--- config.mk ---
export PLATFORM = sky130hd
export DESIGN_NAME = hamming_secded_dec_pipe
export DESIGN_NICKNAME = d
export VERILOG_FILES = /design/src/rtl/hamming_secded_dec_pipe.sv
export SDC_FILE = /design/constraint.sdc
export NUM_CORES = 1
export LEC_CHECK = 0
export BUFFER_PORTS_ARGS = -buffer_cell sky130_fd_sc_hd__buf_2
export CAP_MARGIN = 10
export CORE_ASPECT_RATIO = 1.25
export CORE_UTILIZATION = 24
export CTS_CLUSTER_SIZE = 28
export DETAILED_ROUTE_END_ITERATION = 6
export PLACE_DENSITY = 0.41
export SLEW_MARGIN = 10
export SYNTH_ARGS = -nofsm -noshare
export SYNTH_HDL_FRONTEND = slang
export SYNTH_SLANG_ARGS = --single-unit
--- constraint.sdc ---
create_clock -name clk_i -period 1.6 [get_ports clk_i]
set_input_delay 0.08 -clock clk_i [delete_from_list [all_inputs] [get_ports clk_i]]
set_output_delay 0.08 -clock clk_i [all_outputs]
set_load 0.01 [all_outputs]
--- src/rtl/hamming_secded_dec_pipe.sv ---
// Pipelined SECDED (extended Hamming) decoder: corrects single-bit errors, flags double-bit errors.
// Latency: 2 cycles from acceptance to out_valid_o; one word per cycle sustained.
// Backpressure: valid/ready; the output stalls while !out_ready_i, stage 1 fills behind it (capacity 2 words).
//
// Ports:
//   clk_i, rst_n_i             rising-edge clock, synchronous active-low reset
//   in_valid_i/in_ready_o      codeword handshake; in_cw_i[i-1] = Hamming position i, in_cw_i[N-1] = overall parity
//   out_valid_o/out_ready_i    result handshake; out_data_o corrected data
//   err_single_o/err_double_o  single error corrected / uncorrectable error (qualified by out_valid_o)
//   err_pos_o                  corrected position 1..HN; 0 for overall-parity bit, clean or uncorrectable word
//   cnt_clr_i, cnt_single_o, cnt_double_o  saturating delivered-error counters
//
// Optional feature: define HAMDEC_ERRCNT_EN to build the error counters. Without it the counters
// read as zero and cnt_clr_i has no effect; the decode path is identical either way.

module hamming_secded_dec_pipe #(
    parameter int DATA_W = 16,
    parameter int P      = 5,
    parameter int CNT_W  = 16,
    localparam int N     = DATA_W + P + 1,
    localparam int HN    = DATA_W + P,
    localparam int PW    = $clog2(N)
) (
    input  logic              clk_i,
    input  logic              rst_n_i,
    input  logic              in_valid_i,
    output logic              in_ready_o,
    input  logic [N-1:0]      in_cw_i,
    output logic              out_valid_o,
    input  logic              out_ready_i,
    output logic [DATA_W-1:0] out_data_o,
    output logic              err_single_o,
    output logic              err_double_o,
    output logic [PW-1:0]     err_pos_o,
    input  logic              cnt_clr_i,
    output logic [CNT_W-1:0]  cnt_single_o,
    output logic [CNT_W-1:0]  cnt_double_o
);

    // P must be the minimal number of check bits for DATA_W.
    if (DATA_W < 1 || DATA_W > 57) begin : g_bad_data_w
        $error("hamming_secded_dec_pipe: DATA_W must be in 1..57");
    end
    if (!((2 ** P >= N) && (2 ** (P - 1) < HN))) begin : g_bad_p
        $error("hamming_secded_dec_pipe: P is not the smallest value with 2**P >= DATA_W+P+1");
    end

    localparam logic [P-1:0] HN_P = P'(HN);

    // Hamming position (1-based) carrying data bit j: the j-th position that is not a power of two.
    function automatic int dpos(input int j);
        int cnt;
        int res;
        cnt = 0;
        res = 0;
        for (int i = 1; i <= HN; i++) begin
            if ((i & (i - 1)) != 0) begin
                if (cnt == j) res = i;
                cnt++;
            end
        end
        return res;
    endfunction

    // ---------------- stage 1: syndrome and overall parity ----------------
    logic              s1_valid_q;
    logic [P-1:0]      s1_syn_q;
    logic              s1_op_q;
    logic [HN-1:0]     s1_cw_q;

    logic [P-1:0]      syn_d;
    logic              op_d;
    logic              s1_en;
    logic              s2_adv;

    always_comb begin
        syn_d = '0;
        for (int i = 1; i <= HN; i++) begin
            for (int k = 0; k < P; k++) begin
                if (((i >> k) & 1) != 0) syn_d[k] = syn_d[k] ^ in_cw_i[i-1];
            end
        end
        op_d = ^in_cw_i;
    end

    // Output register frees up when empty or being consumed; stage 1 loads when it is empty
    // or its word moves on, so bubbles collapse and the pipe holds at most two words.
    assign s2_adv     = !out_valid_o || out_ready_i;
    assign s1_en      = !s1_valid_q || s2_adv;
    assign in_ready_o = rst_n_i && s1_en;

    // ---------------- stage 2: classify and correct ----------------
    logic              syn_nz;
    logic              in_range;
    logic              flip;
    logic              single_d;
    logic              double_d;
    logic [PW-1:0]     pos_d;
    logic [HN-1:0]     corr_cw;
    logic [DATA_W-1:0] data_d;

    always_comb begin
        syn_nz   = |s1_syn_q;
        in_range = (s1_syn_q <= HN_P);
        // op=1 means an odd number of flips; a syndrome pointing past HN cannot be a single error.
        flip     = s1_op_q && syn_nz && in_range;
        single_d = s1_op_q && (!syn_nz || in_range);
        double_d = syn_nz && (!s1_op_q || !in_range);
        pos_d    = flip ? PW'(s1_syn_q) : '0;
        corr_cw  = s1_cw_q;
        for (int i = 1; i <= HN; i++) begin
            if (flip && (int'(s1_syn_q) == i)) corr_cw[i-1] = !s1_cw_q[i-1];
        end
    end

    for (genvar j = 0; j < DATA_W; j++) begin : g_data
        assign data_d[j] = corr_cw[dpos(j) - 1];
    end

    logic              out_valid_q;
    logic [DATA_W-1:0] out_data_q;
    logic              err_single_q;
    logic              err_double_q;
    logic [PW-1:0]     err_pos_q;

    always_ff @(posedge clk_i) begin
        if (!rst_n_i) begin
            s1_valid_q   <= 1'b0;
            s1_syn_q     <= '0;
            s1_op_q      <= 1'b0;
            s1_cw_q      <= '0;
            out_valid_q  <= 1'b0;
            out_data_q   <= '0;
            err_single_q <= 1'b0;
            err_double_q <= 1'b0;
            err_pos_q    <= '0;
        end else begin
            if (s1_en) begin
                s1_valid_q <= in_valid_i;
                s1_syn_q   <= syn_d;
                s1_op_q    <= op_d;
                s1_cw_q    <= in_cw_i[HN-1:0];
            end
            if (s2_adv) begin
                out_valid_q <= s1_valid_q;
                // Bubbles leave the last result in place; it is not qualified by out_valid.
                if (s1_valid_q) begin
                    out_data_q   <= data_d;
                    err_single_q <= single_d;
                    err_double_q <= double_d;
                    err_pos_q    <= pos_d;
                end
            end
        end
    end

    assign out_valid_o  = out_valid_q;
    assign out_data_o   = out_data_q;
    assign err_single_o = err_single_q;
    assign err_double_o = err_double_q;
    assign err_pos_o    = err_pos_q;

    // ---------------- optional error counters ----------------
`ifdef HAMDEC_ERRCNT_EN
    logic [CNT_W-1:0] cnt_single_q;
    logic [CNT_W-1:0] cnt_double_q;
    logic             deliver;

    assign deliver = out_valid_q && out_ready_i;

    // Clear takes priority over an increment in the same cycle.
    always_ff @(posedge clk_i) begin
        if (!rst_n_i || cnt_clr_i) begin
            cnt_single_q <= '0;
            cnt_double_q <= '0;
        end else begin
            if (deliver && err_single_q && (cnt_single_q != '1)) cnt_single_q <= cnt_single_q + CNT_W'(1);
            if (deliver && err_double_q && (cnt_double_q != '1)) cnt_double_q <= cnt_double_q + CNT_W'(1);
        end
    end

    assign cnt_single_o = cnt_single_q;
    assign cnt_double_o = cnt_double_q;
`else
    logic unused_cnt_clr;
    assign unused_cnt_clr = cnt_clr_i;
    assign cnt_single_o   = '0;
    assign cnt_double_o   = '0;
`endif

endmodule

==> metrics.cfg <==
[outcome]
outcome=finished clean

[global_route]
grt_max_degree=35
gr-total-overflow=0
antenna_found_initial=0
first_global_vias=1848
grt_pass1_wl_um=9501
grt_usage_pct=11.13

[critical_path]
cp_slowest_cell=dfxtp_1
critPathBufInv=2
cp_cell_sequence=nor2b_2 -> and2_1 -> buf_12 -> nor2_1 -> buf_2
critPathMaxStageDelay_ns=0.31
cp.required_ns=1.52
critPathTopFamily=simple AND/OR/NAND/NOR gates
crit_path_max_fanout=20
critical_path_class=reg2out
startpoint_type=flip-flop
cp.arrival_ns=1.38
endpoint_kind=primary output

[cells_and_area]
nNetsFinal=382
fin_area_mm2=0.003117
layout-drive-gt1-share_pct=22.47
area_delta_synth_final_pct=21.28
stdcell_count=485
diodes=0
final_util_pct=30.38

[power]
ir_drop_mv=0.4386
switching_share_pct=27.53
pwr-share-seq_pct=38.5
p_int_mw=2.620
finalPower_mw=3.616
comb_power_share_pct=24.7
p_leak_nw=1.368
switching_power_mw=0.9956
clkPwrFrac_pct=36.8
pwr_density_cell_mw_per_mm2=1160

[detailed_routing]
wirelength_um=5746
viasPerCell=4.085
routedWlPerCell_um=11.85
ant_nets=0
dr.first_iter.drc_count=48
drt-pass1-iter-count=4
post-route-drc-count=0
via_count=1981

[sta]
period_share_pct=91.28
hold_viol_final=0
fin_setup_tns_ns=0
grt_setup_unrepaired=false
fmaxAchievable_mhz=684.7
period_minus_slack_ns=1.461
fin_skew_ns=0.003410
setup_violations=0
holdWs_ns=0.06299
setup_ws_ns=0.1395
drv_slew=0

[floorplanning]
dieArea_mm2=0.01113
start_util_pct=25.05
die_w_um=94.56
io_pins=84
die_y_um=117.7
rows=41
core-area_mm2=0.01026

[min_path]
min_path_type=in2reg

[clocking]
tritoncts=done
clk_latency_ns=0.29
clk_path_buf_depth=2
htree_num_levels=2
path_clk_slew_ns=0.06
cts_buffers=5
clockRootBuffer=clkbuf_16
clock_sinks=47

[synth]
yosys_warnings=0
ys_ff_latch=47
ys_seq_area_share_pct=36.61
syn-instance-count=301
synth_cell_type_count=30
netlist_area_mm2=0.002570
synth_area_per_cell_um2=8.538

[placed_design]
dp.cells=476
pre_cts_ws_ns=0.08954
place_area_mm2=0.002915
dp_hpwl_um=4482
gp_congestion=0.7505
portBuffers=50

[job]
max-cap-violations=0

## area by class of cell
| cell class | instances | area, um^2 |
|---|---|---|
| well taps | 129 | 161.4 |
| clock buffers | 6 | 128.9 |
| inverters | 1 | 3.754 |
| flip-flops and latches | 47 | 940.9 |
| clock inverters | 2 | 60.06 |
| fillers | 1120 | 7143 |
| repair buffers | 64 | 382.9 |
| multi-input cells | 236 | 1439 |
## timing repair
item | in CTS | in global routing
endpoints found under the setup margin | 0 | 1
hold endpoints to repair | 1 | 0
hold buffers | 1 | 0
resized for setup | 0 | 1
setup buffers | 0 | 0
## path summary, 6_finish.rpt
path / start / to / slack [ns] / cells past startpoint
min reg2reg: err_double_o$_SDFFE_PN0P_ / err_double_o$_SDFFE_PN0P_ / 0.46 / 2
min: in_cw_i[5] / s1_cw_q[5]$_SDFFE_PN0N_ / 0.06 / 3
max reg2reg: s1_syn_q[4]$_SDFFE_PN0N_ / out_data_o[3]$_SDFFE_PN0P_ / 0.21 / 5
max: out_valid_o$_SDFFE_PN0P_ / in_ready_o / 0.14 / 5
## flip-flops by register name, indices dropped and copies added (netlist names)
name	flops
err_double_o	1
err_pos_o	5
err_single_o	1
out_data_o	16
out_valid_o	1
s1_cw_q	16
s1_op_q	1
s1_syn_q	5
s1_valid_q	1
## power groups by stage
stage | sequential, mW | combinational, mW | clock, mW
2_1_floorplan | 1.39 | 0.687 | 0
3_5_place_dp | 1.42 | 0.902 | 0
6_report | 1.39 | 0.892 | 1.33
5_1_grt | 1.41 | 1.00 | 1.42
3_3_place_gp | 1.42 | 0.904 | 0
4_1_cts | 1.40 | 0.908 | 1.36
## cell usage in the layout (no fill, tap or decap)
| cell type | count |
|---|---|
| o21ai_0 | 16 |
| nor3_1 | 4 |
| buf_4 | 11 |
| nor3b_1 | 3 |
| a21oi_1 | 36 |
| nor2b_1 | 3 |
| and3_1 | 1 |
| nand2b_1 | 3 |
| xnor3_2 | 1 |
| a21o_1 | 1 |
| nor2b_2 | 2 |
| dfxtp_1 | 47 |
| xnor2_1 | 24 |
| nor4_1 | 2 |
| nand3_1 | 5 |
| buf_12 | 2 |
| a22oi_1 | 4 |
| nor2_1 | 20 |
| xor2_1 | 14 |
| a211oi_1 | 4 |
| xnor2_2 | 6 |
| inv_1 | 1 |
| nand4b_1 | 1 |
| conb_1 | 32 |
| buf_2 | 50 |
| and2_1 | 1 |
| o211ai_1 | 1 |
| xnor3_1 | 4 |
| xor2_4 | 1 |
| nand2_1 | 46 |
| dlygate4sd3_1 | 1 |
| a21boi_0 | 1 |
| clkbuf_1 | 1 |
| bufinv_16 | 2 |
| clkbuf_16 | 5 |
## synthesized netlist by cell type, drive strengths merged
library cell / number / share of area, %
a21oi: 36 / 7.0
xnor3: 5 / 4.4
conb: 1 / 0.15
dfxtp: 47 / 37
and2: 1 / 0.24
nor2b: 5 / 1.2
nand3: 5 / 0.97
nor2: 20 / 2.9
xor2: 15 / 5.8
clkbuf: 15 / 2.2
a211oi: 4 / 1.2
nor3: 4 / 0.78
buf: 33 / 9.8
nand2: 46 / 6.7
a21o: 1 / 0.29
inv: 1 / 0.15
and3: 1 / 0.24
nor3b: 3 / 0.88
nand4b: 1 / 0.34
nand2b: 3 / 0.73
nor4: 2 / 0.49
o21ai: 16 / 3.1
xnor2: 30 / 12
a21boi: 1 / 0.29
o211ai: 1 / 0.29
a22oi: 4 / 1.2
## layer usage
layer	global-route usage, %	up-vias	wire length, um
li1	-	1042	-
met1	14.60	863	2590
met2	17.26	69	2669
met3	2.519	7	370
met4	4.830	0	116
met5	0	-	0
## worst register-to-register path: stages, from the launching register on
cell,delay (ns)
dfxtp_1,0.35
nand2b_1,0.22
nor3b_1,0.34
nand3_1,0.14
xor2_1,0.16
a21oi_1,0.13
## cell families after synthesis
family                    after synthesis  synth area share, %
buffers and inverters                  49                12.12
AOI/OAI and AO/OA                      63                13.34
other                                   1               0.1459
DFF                                    47                36.61
xor gates and xnor gates               50                22.25
and+or+nand+nor                        91                15.53
(Power assumes the default switching activity.)
